## src/rtl/counter_updown_mod_if.sv

```systemverilog
// counter_updown_mod_if: control inputs and count outputs of counter_updown_mod
interface counter_updown_mod_if #(parameter int WIDTH = 8);
  logic en, up, clear, load;
  logic [WIDTH-1:0] load_val, value;
  logic tc, ovf;
  modport master (output en, up, clear, load, load_val, input value, tc, ovf);
  modport slave (input en, up, clear, load, load_val, output value, tc, ovf);
endinterface

```

## src/rtl/counter_updown_mod.sv

```systemverilog
// counter_updown_mod: up/down modulo counter with wrap/saturate, tc pulse and sticky ovf
// optional prescaler enabled by COUNTER_PRESCALE_EN
module counter_updown_mod #(
  parameter int WIDTH = 8,
  parameter logic [WIDTH-1:0] MAX_VAL = '1,
  parameter bit SATURATE = 1'b0,
  parameter logic [WIDTH-1:0] RESET_VAL = '0
`ifdef COUNTER_PRESCALE_EN
  , parameter int PRESCALE = 4
`endif
) (
  input logic clk,
  input logic reset,
  counter_updown_mod_if.slave b
);
  logic step, at_lim, tc_n, ovf_n;
  logic [WIDTH-1:0] value_n;
`ifdef COUNTER_PRESCALE_EN
  localparam int PW = PRESCALE > 1 ? $clog2(PRESCALE) : 1;
  logic [PW-1:0] pre, pre_n;
  always_comb begin
    step = b.en && pre == PW'(PRESCALE - 1);
    pre_n = (b.clear || b.load) ? '0 : b.en ? (step ? '0 : pre + PW'(1)) : pre;
  end
  always_ff @(posedge clk or negedge reset)
    if (!reset) pre <= '0;
    else pre <= pre_n;
`else
  always_comb step = b.en;
`endif
  always_comb begin
    at_lim = b.up ? b.value == MAX_VAL : b.value == '0;
    value_n = b.clear ? '0 :
              b.load ? (b.load_val > MAX_VAL ? MAX_VAL : b.load_val) :
              !step ? b.value :
              at_lim ? (SATURATE ? b.value : (b.up ? '0 : MAX_VAL)) :
              b.up ? b.value + WIDTH'(1) : b.value - WIDTH'(1);
    tc_n = !b.clear && !b.load && step && at_lim;
    ovf_n = !b.clear && (b.ovf || tc_n);
  end
  always_ff @(posedge clk or negedge reset)
    if (!reset) begin
      b.value <= RESET_VAL;
      b.tc <= 1'b0;
      b.ovf <= 1'b0;
    end else begin
      b.value <= value_n;
      b.tc <= tc_n;
      b.ovf <= ovf_n;
    end
endmodule

```

## src/flat_wrapper.sv

```systemverilog
// flat-port wrapper written by rule: the top's interface ports become plain ports
module counter_updown_mod_flat 
#(
  parameter int WIDTH = 8,
  parameter logic [WIDTH-1:0] MAX_VAL = '1,
  parameter bit SATURATE = 1'b0,
  parameter logic [WIDTH-1:0] RESET_VAL = '0

)
  (clk, reset, b_en, b_up, b_clear, b_load, b_load_val, b_value, b_tc, b_ovf);
  counter_updown_mod_if #(.WIDTH(WIDTH)) b_i ();
  input logic clk;
  input logic reset;
  input wire logic [$bits(b_i.en)-1:0] b_en;
  input wire logic [$bits(b_i.up)-1:0] b_up;
  input wire logic [$bits(b_i.clear)-1:0] b_clear;
  input wire logic [$bits(b_i.load)-1:0] b_load;
  input wire logic [$bits(b_i.load_val)-1:0] b_load_val;
  output wire logic [$bits(b_i.value)-1:0] b_value;
  output wire logic [$bits(b_i.tc)-1:0] b_tc;
  output wire logic [$bits(b_i.ovf)-1:0] b_ovf;
  assign b_i.en = b_en;
  assign b_i.up = b_up;
  assign b_i.clear = b_clear;
  assign b_i.load = b_load;
  assign b_i.load_val = b_load_val;
  assign b_value = b_i.value;
  assign b_tc = b_i.tc;
  assign b_ovf = b_i.ovf;
  counter_updown_mod #(.WIDTH(WIDTH), .MAX_VAL(MAX_VAL), .SATURATE(SATURATE), .RESET_VAL(RESET_VAL)) u_core (.clk(clk), .reset(reset), .b(b_i));
endmodule
```

## config.mk

```make
export PLATFORM = sky130hd
export DESIGN_NAME = counter_updown_mod_flat
export DESIGN_NICKNAME = d
export VERILOG_FILES = /design/src/rtl/counter_updown_mod_if.sv /design/src/rtl/counter_updown_mod.sv /design/src/flat_wrapper.sv
export SDC_FILE = /design/constraint.sdc
export NUM_CORES = 1
export LEC_CHECK = 0
export CAP_MARGIN = 20
export CORE_ASPECT_RATIO = 0.8
export CORE_UTILIZATION = 44
export CTS_BUF_LIST = sky130_fd_sc_hd__clkbuf_4 sky130_fd_sc_hd__clkbuf_8
export DETAILED_ROUTE_END_ITERATION = 6
export PLACE_DENSITY = 0.77
export SETUP_SLACK_MARGIN = 0.2
export SLEW_MARGIN = 25
export SYNTH_ARGS = -nofsm -noshare
export SYNTH_HDL_FRONTEND = slang
export SYNTH_SLANG_ARGS = --single-unit
```

## constraint.sdc

```tcl
create_clock -name clk -period 1.8 [get_ports clk]
set_input_delay 0.54 -clock clk [delete_from_list [all_inputs] [get_ports clk]]
set_output_delay 0.54 -clock clk [all_outputs]
set_load 0.005 [all_outputs]
```

==> reports/metrics.csv, run 1 <==
stage;metric;value;unit
logic_synthesis;sequential share of the synthesized area;29.1;%
run_status;failing checks;negative setup slack;
routing;Max Used Layer;met4;
pwr;static leakage;0.000718;uW
finish;# diodes;0;
placed_design;Placed Area;0.00130;mm^2
sta;Slew @ Worst Pin;541;ps
job;max_cap viols;0;
logic_synthesis;mean post-synth cell area;8.43;um^2
critical_path;critical path class;in2reg;
finish;fin area;0.00153;mm^2
sta;RSZ-0062 raised after global routing;true;
routing;metal2 WL;1.68;mm
clock_network;Worst-Skew Late Latency;280;ps
logic_synthesis;Yosys Warn Count;0;
finish;Area Growth Syn to Fin;77.9;%
critical_path;crit path DAT;2210;ps
routing;Initial DRT Pass Iterations;4;
routing;met1 wire length;1.34;mm
routing;Initial DRC Count;77;
logic_synthesis;Cell variety after synth;39;
global_route;global-route wire length before repair;4.80;mm
finish;fraction of layout cells with a size suffix above 1;40.7;%
critical_path;crit-path cells;buf_8 > clkinvlp_4 > ha_1 > o21ai_1 > nor2_1 > a221o_1 > o21a_1 > o2bb2ai_1;
logic_synthesis;Synth Cell Area;860;um^2
critical_path;CP Buf/Inv Count;2;
critical_path;Setup crit end kind;flop;
logic_synthesis;Yosys reg bits;10;
logic_synthesis;Post-Syn Nets;123;
routing;Residual DRC;0;
floorplanning;die width;51.4;um
global_route;overall routing resource usage;30.5;%
finish;Final Non-Filler Cells;184;
floorplanning;area of the core;0.00172;mm^2
logic_synthesis;EDFF count, synth;0;
global_route;vias in the first global route;1020;
floorplanning;initial core utilization;49.9;%
global_route;total gr overflow;0;
clock_network;CTS sink count;10;
pwr;Pwr Density;619;mW/mm^2
critical_path;slowest CP cell;ha_1;
critical_path;CP max stage delay;390;ps
sta;final setup margin;-243;ps
global_route;initial antenna violation count;0;
clock_network;hold buffers post-CTS;0;
routing;length of routed met3 wiring;284;um
clock_network;Clock Pin Slew Worst Setup and Hold Paths;70;ps
sta;Max Clk Rate;490;MHz
sta;final hold vios;0;
placed_design;GPL Wtd Cong;0.859;
routing;vias;1140;
floorplanning;Die Area;0.00214;mm^2
min_path;HP Class;in2async;
logic_synthesis;cell count after synthesis;102;
run_status;status;complete, but fails checks;
clock_network;H-tree level count;1;
critical_path;cells on worst reg2reg path;7;
floorplanning;num rows;13;
sta;clock skew;0.492;ps
clock_network;Max clock buf depth;2;
finish;# nets final;184;
placed_design;Detail Placement HPWL;2.11;mm
global_route;largest net degree at the start of global routing;14;
logic_synthesis;Async S/R FF share, synth;100;%
critical_path;maximum fanout along the worst path;6;
critical_path;Startpoint Class;input pin;
routing;drt total wl;3.51;mm
pwr;Overall Power;946;uW
clock_network;root buffer cell;clkbuf_4;
critical_path;data required time of the worst path;1970;ps
clock_network;CTS tree;yes;
placed_design;dpl cells;168;
routing;DRT antenna net count;0;
floorplanning;Ports;24;
sta;Rel. slew slack;63.8;%
critical_path;critical path's top delay family;compound AO/OA/AOI/OAI gates;
pwr;peak supply drop;0.687;mV
critical_path;Stages on worst setup path;8;
sta;Final min period;2040;ps
sta;Slew Limit Fails;0;
logic_synthesis;main flop type after synthesis;dfrtp_1;
routing;DR WL/cell;19.1;um
floorplanning;Chip Height;41.5;um
finish;Util after Layout;88.7;%
placed_design;Buffers on Ports;23;
sta;crit share post-route;113;%
sta;Finish-stage setup viols;3;
routing;vias per cell;6.20;
clock_network;total CTS buffers;3;
## timing repair
item                       in CTS  in global routing
setup buffers                   8                  4
resized for setup              38                 21
setup endpoints to repair      19                 13
pin swaps                      11                  8
gates cloned                    0                  0
## power breakdown
part	leakage, uW	switching [uW]	internal, uW
Sequential	0.000131	12.5	242
Combinational	0.000566	222	251
Clock	0.0000210	95.8	123
## routing by layer
metal / global-route usage (%) / vias to the layer above
met5: 0 / -
met3: 4.76 / 28
met4: 6.49 / 0
met1: 39.4 / 524
li1: - / 499
met2: 53.2 / 89
## placed cells by master, fill, tap and decap left out, types with 4 or more instances in the layout
| cell | Yosys | layout |
|---|---|---|
| inv_1 | 6 | 4 |
| clkdlybuf4s50_1 | 0 | 12 |
| buf_4 | 0 | 26 |
| nand2_1 | 7 | 7 |
| o21ai_1 | 0 | 6 |
| a21oi_1 | 12 | 11 |
| ha_1 | 6 | 4 |
| dfrtp_1 | 10 | 9 |
| dlygate4sd2_1 | 0 | 4 |
| nor3b_1 | 5 | 5 |
| nor2_1 | 6 | 6 |
| buf_6 | 0 | 10 |
## worst paths after layout
| path | start | endpoint | slack (ps) |
|---|---|---|---|
| max in group asynchronous | reset | u_core.b.value[5] | 810 |
| max reg2reg | u_core.b.value[1] | u_core.b.value[7] | -190 |
| min in group clk | u_core.b.ovf | u_core.b.ovf | 660 |
| min | reset | u_core.b.tc | 610 |
| min reg2reg | u_core.b.ovf | u_core.b.ovf | 660 |
| max | b_up | u_core.b.value[7] | -240 |
## Yosys cell counts, types with 3 or more instances
library cell   n  share of area, %
o21ai_0        9               5.2
inv_1          6               2.6
nor3b_1        5               4.4
dfrtp_1       10                29
a21oi_1       12               7.0
nand3_1        3               1.7
nor2_1         6               2.6
ha_1           6               8.7
o21a_1         3               2.6
and3_1         3               2.2
nand2_1        7               3.1
## sequential cells by signal, indices dropped and copies added, names as in the netlist
register / flops
u_core.b.value: 8
u_core.b.ovf: 1
u_core.b.tc: 1
## final cells by class
| cell class | count | area, um^2 |
|---|---|---|
| Sequential cell | 10 | 251 |
| Clock buffer | 4 | 36.3 |
| Fill cell | 82 | 195 |
| Inverter | 6 | 28.8 |
| Timing Repair Buffer | 58 | 513 |
| Multi-Input combinational cell | 84 | 672 |
| Tap cell | 22 | 27.5 |
## cells by family (layout without fill, tap and decap cells)
group / after synthesis / after routing / synth area share [%]
buffers and inverters: 8 / 68 / 3.64
muxes: 1 / 1 / 1.16
xor gates and xnor gates: 3 / 3 / 3.06
and+or+nand+nor: 37 / 37 / 24.7
adders and majority gates: 7 / 7 / 11.1
AOI/OAI and AO/OA: 36 / 36 / 27.2
DFF: 10 / 10 / 29.1
## stage by stage
| step | hold WS, ps | setup WS (ps) | TNS [ps] |
|---|---|---|---|
| 3_5_place_dp | 505 | -836 | -5370 |
| 2_1_floorplan | 244 | -109 | -221 |
| 5_1_grt | 633 | -294 | -509 |
| 3_3_place_gp | 476 | -757 | -4870 |
| 6_report | 606 | -243 | -275 |
| 4_1_cts | 593 | -45.3 | -52.4 |
Note: power is estimated with default switching activity, not from simulation.
==> inputs of run 2 (changes only) <==
--- a/config.mk
+++ b/config.mk
@@ -6,11 +6,12 @@
 export NUM_CORES = 1
 export LEC_CHECK = 0
 export CAP_MARGIN = 20
-export CORE_ASPECT_RATIO = 0.8
+export CORE_ASPECT_RATIO = 0.9
 export CORE_UTILIZATION = 44
 export CTS_BUF_LIST = sky130_fd_sc_hd__clkbuf_4 sky130_fd_sc_hd__clkbuf_8
 export DETAILED_ROUTE_END_ITERATION = 6
-export PLACE_DENSITY = 0.77
+export PLACE_DENSITY = 0.73
+export RECOVER_POWER = 25
 export SETUP_SLACK_MARGIN = 0.2
 export SLEW_MARGIN = 25
 export SYNTH_ARGS = -nofsm -noshare
==> reports/metrics.csv, run 2 (same netlist as run 1, synthesis figures left out) <==
stage;metric;value;unit
sta;Finish-stage setup viols;2;
critical_path;CP Buf/Inv Count;3;
global_route;overall routing resource usage;30.1;%
global_route;global-route wire length before repair;4.64;mm
critical_path;Stages on worst setup path;9;
pwr;Switching Fraction;35.7;%
run_status;failing checks;negative setup slack;
critical_path;critical path's top delay family;compound AO/OA/AOI/OAI gates;
placed_design;Buffers on Ports;23;
critical_path;CP endpoint;u_core.b.value[7];
critical_path;Setup crit end kind;flop;
critical_path;slowest CP cell;a221o_1;
routing;DRT antenna net count;0;
finish;Largest Register;u_core.b.value;
critical_path;FF-to-FF End;u_core.b.value[7];
finish;Largest register FFs;8;
global_route;largest net degree at the start of global routing;14;
critical_path;reg-to-reg slack, setup;-70;ps
sta;Rel. slew slack;66.3;%
pwr;Flop pwr share;28.5;%
routing;vias per cell;6.05;
job;max_cap viols;0;
pwr;static leakage;0.000708;uW
pwr;internal power;585;uW
clock_network;Clock Pin Slew Worst Setup and Hold Paths;60;ps
floorplanning;Ports;24;
pwr;Sw Pwr;325;uW
placed_design;GPL Wtd Cong;0.945;
sta;Max Clk Rate;518;MHz
min_path;HP Class;reg2reg;
global_route;initial antenna violation count;0;
clock_network;Max clock buf depth;2;
global_route;vias in the first global route;1028;
sta;Hold Slack;557;ps
critical_path;crit path DAT;2090;ps
critical_path;maximum fanout along the worst path;6;
sta;final setup margin;-132;ps
global_route;total gr overflow;0;
critical_path;crit path from;b_up;
finish;Area Growth Syn to Fin;82.0;%
routing;drt total wl;3.47;mm
finish;FILL cells;82;
clock_network;root buffer cell;clkbuf_4;
sta;Slew @ Worst Pin;503;ps
finish;fraction of layout cells with a size suffix above 1;42.9;%
sta;clock skew;2.20;ps
critical_path;critical path class;in2reg;
sta;Final min period;1930;ps
sta;crit share post-route;107;%
sta;RSZ-0062 raised after global routing;true;
sta;TNS Setup;-147;ps
critical_path;crit-path cells;buf_8 > clkinvlp_4 > buf_4 > ha_4 > o21ai_1 > nor2_2 > a221o_1 > o21a_1 > o2bb2ai_1;
pwr;Pwr Density;582;mW/mm^2
routing;vias;1120;
clock_network;CTS tree;yes;
finish;registers with the most flip-flops;u_core.b.value (8), u_core.b.ovf (1), u_core.b.tc (1);
finish;# diodes;0;
critical_path;R2R Path Start;u_core.b.value[2];
pwr;Clock power frac;17.8;%
finish;most frequent cells in the layout;buf_4, clkdlybuf4s50_1, buf_6;
clock_network;CTS sink count;10;
finish;most common cell after layout, fill and taps aside;buf_4;
critical_path;CP max stage delay;340;ps
critical_path;Startpoint Class;input pin;
floorplanning;Chip Height;43.9;um
clock_network;H-tree level count;1;
sta;Slew Limit Fails;0;
routing;DR WL/cell;18.8;um
floorplanning;initial core utilization;49.1;%
routing;Initial DRT Pass Iterations;5;
floorplanning;num rows;14;
pwr;peak supply drop;0.545;mV
pwr;combinational power share;53.7;%
clock_network;Worst-Skew Late Latency;270;ps
placed_design;Detail Placement HPWL;1.90;mm
floorplanning;die width;48.6;um
routing;Initial DRC Count;58;
routing;Residual DRC;0;
clock_network;hold buffers post-CTS;0;
sta;final hold vios;0;
floorplanning;area of the core;0.00175;mm^2
run_status;status;complete, but fails checks;
critical_path;data required time of the worst path;1960;ps
floorplanning;Die Area;0.00213;mm^2
clock_network;total CTS buffers;3;
critical_path;cells on worst reg2reg path;7;
finish;# nets final;184;
## run 2: changes by cell type in the layout (fill, tap and decap cells not counted), sizes merged
cell	delta
clkbuf	-2
buf	-1
clkdlybuf4s15	+1
clkdlybuf4s50	-1
dlygate4sd2	+1
dlygate4sd3	+1
## run 2: power groups by stage
stage	Sequential, uW	Combinational [uW]	Clock (uW)
after global placement	262	334	0
after CTS	255	397	159
after detailed placement	262	342	0
after global routing	260	516	176
after floorplan	269	165	0
final	259	489	162
## run 2: what timing repair did
item | in CTS | in global routing
setup buffers | 7 | 6
resized for setup | 36 | 25
pin swaps | 8 | 15
endpoints found under the setup margin | 19 | 14
## run 2: metrics by stage
stage	power, uW	util, %	area [um^2]	cells	setup WS [ps]
after floorplan	434	-	876	102	-109
after global placement	596	73.8	1290	169	-775
after detailed placement	604	73.8	1290	169	-833
after CTS	811	82.1	1440	179	-80.4
after global routing	953	89.3	1560	185	-144
final	910	89.3	1560	185	-132
## run 2: worst min-delay path by stage
stage                     depth (start not counted)         start  slack, ps      endpoint
final                                             2  u_core.b.ovf        560  u_core.b.ovf
after global routing                              2  u_core.b.ovf        580  u_core.b.ovf
after CTS                                         2  u_core.b.ovf        500  u_core.b.ovf
after global placement                            2  u_core.b.ovf        480  u_core.b.ovf
after floorplan                                   0         reset        240  u_core.b.ovf
after detailed placement                          2  u_core.b.ovf        490  u_core.b.ovf
## run 2: cell type report
cell class	count	area, um^2	share of cell area, %
Tap cell	24	30.0	1.92
Clock buffer	3	22.5	1.44
Timing Repair Buffer	58	523	33.4
Multi-Input combinational cell	84	711	45.4
Inverter	6	26.3	1.68
Sequential cell	10	251	16.1
## run 2: layer usage
layer	GRT usage, %	vias to the layer above	part of all wire [%]
met5	0	-	0
met4	13.5	0	3.5
met3	8.07	14	9.4
met2	53.0	83	47
met1	34.8	525	40
li1	-	498	-
## run 2: worst register-to-register path, cell delays in order, from the launching register on
cell	delay, ps
dfrtp_1	400
buf_4	150
ha_4	250
o21ai_1	230
nor2_2	90
a221o_1	340
o21a_1	180
o2bb2ai_1	120
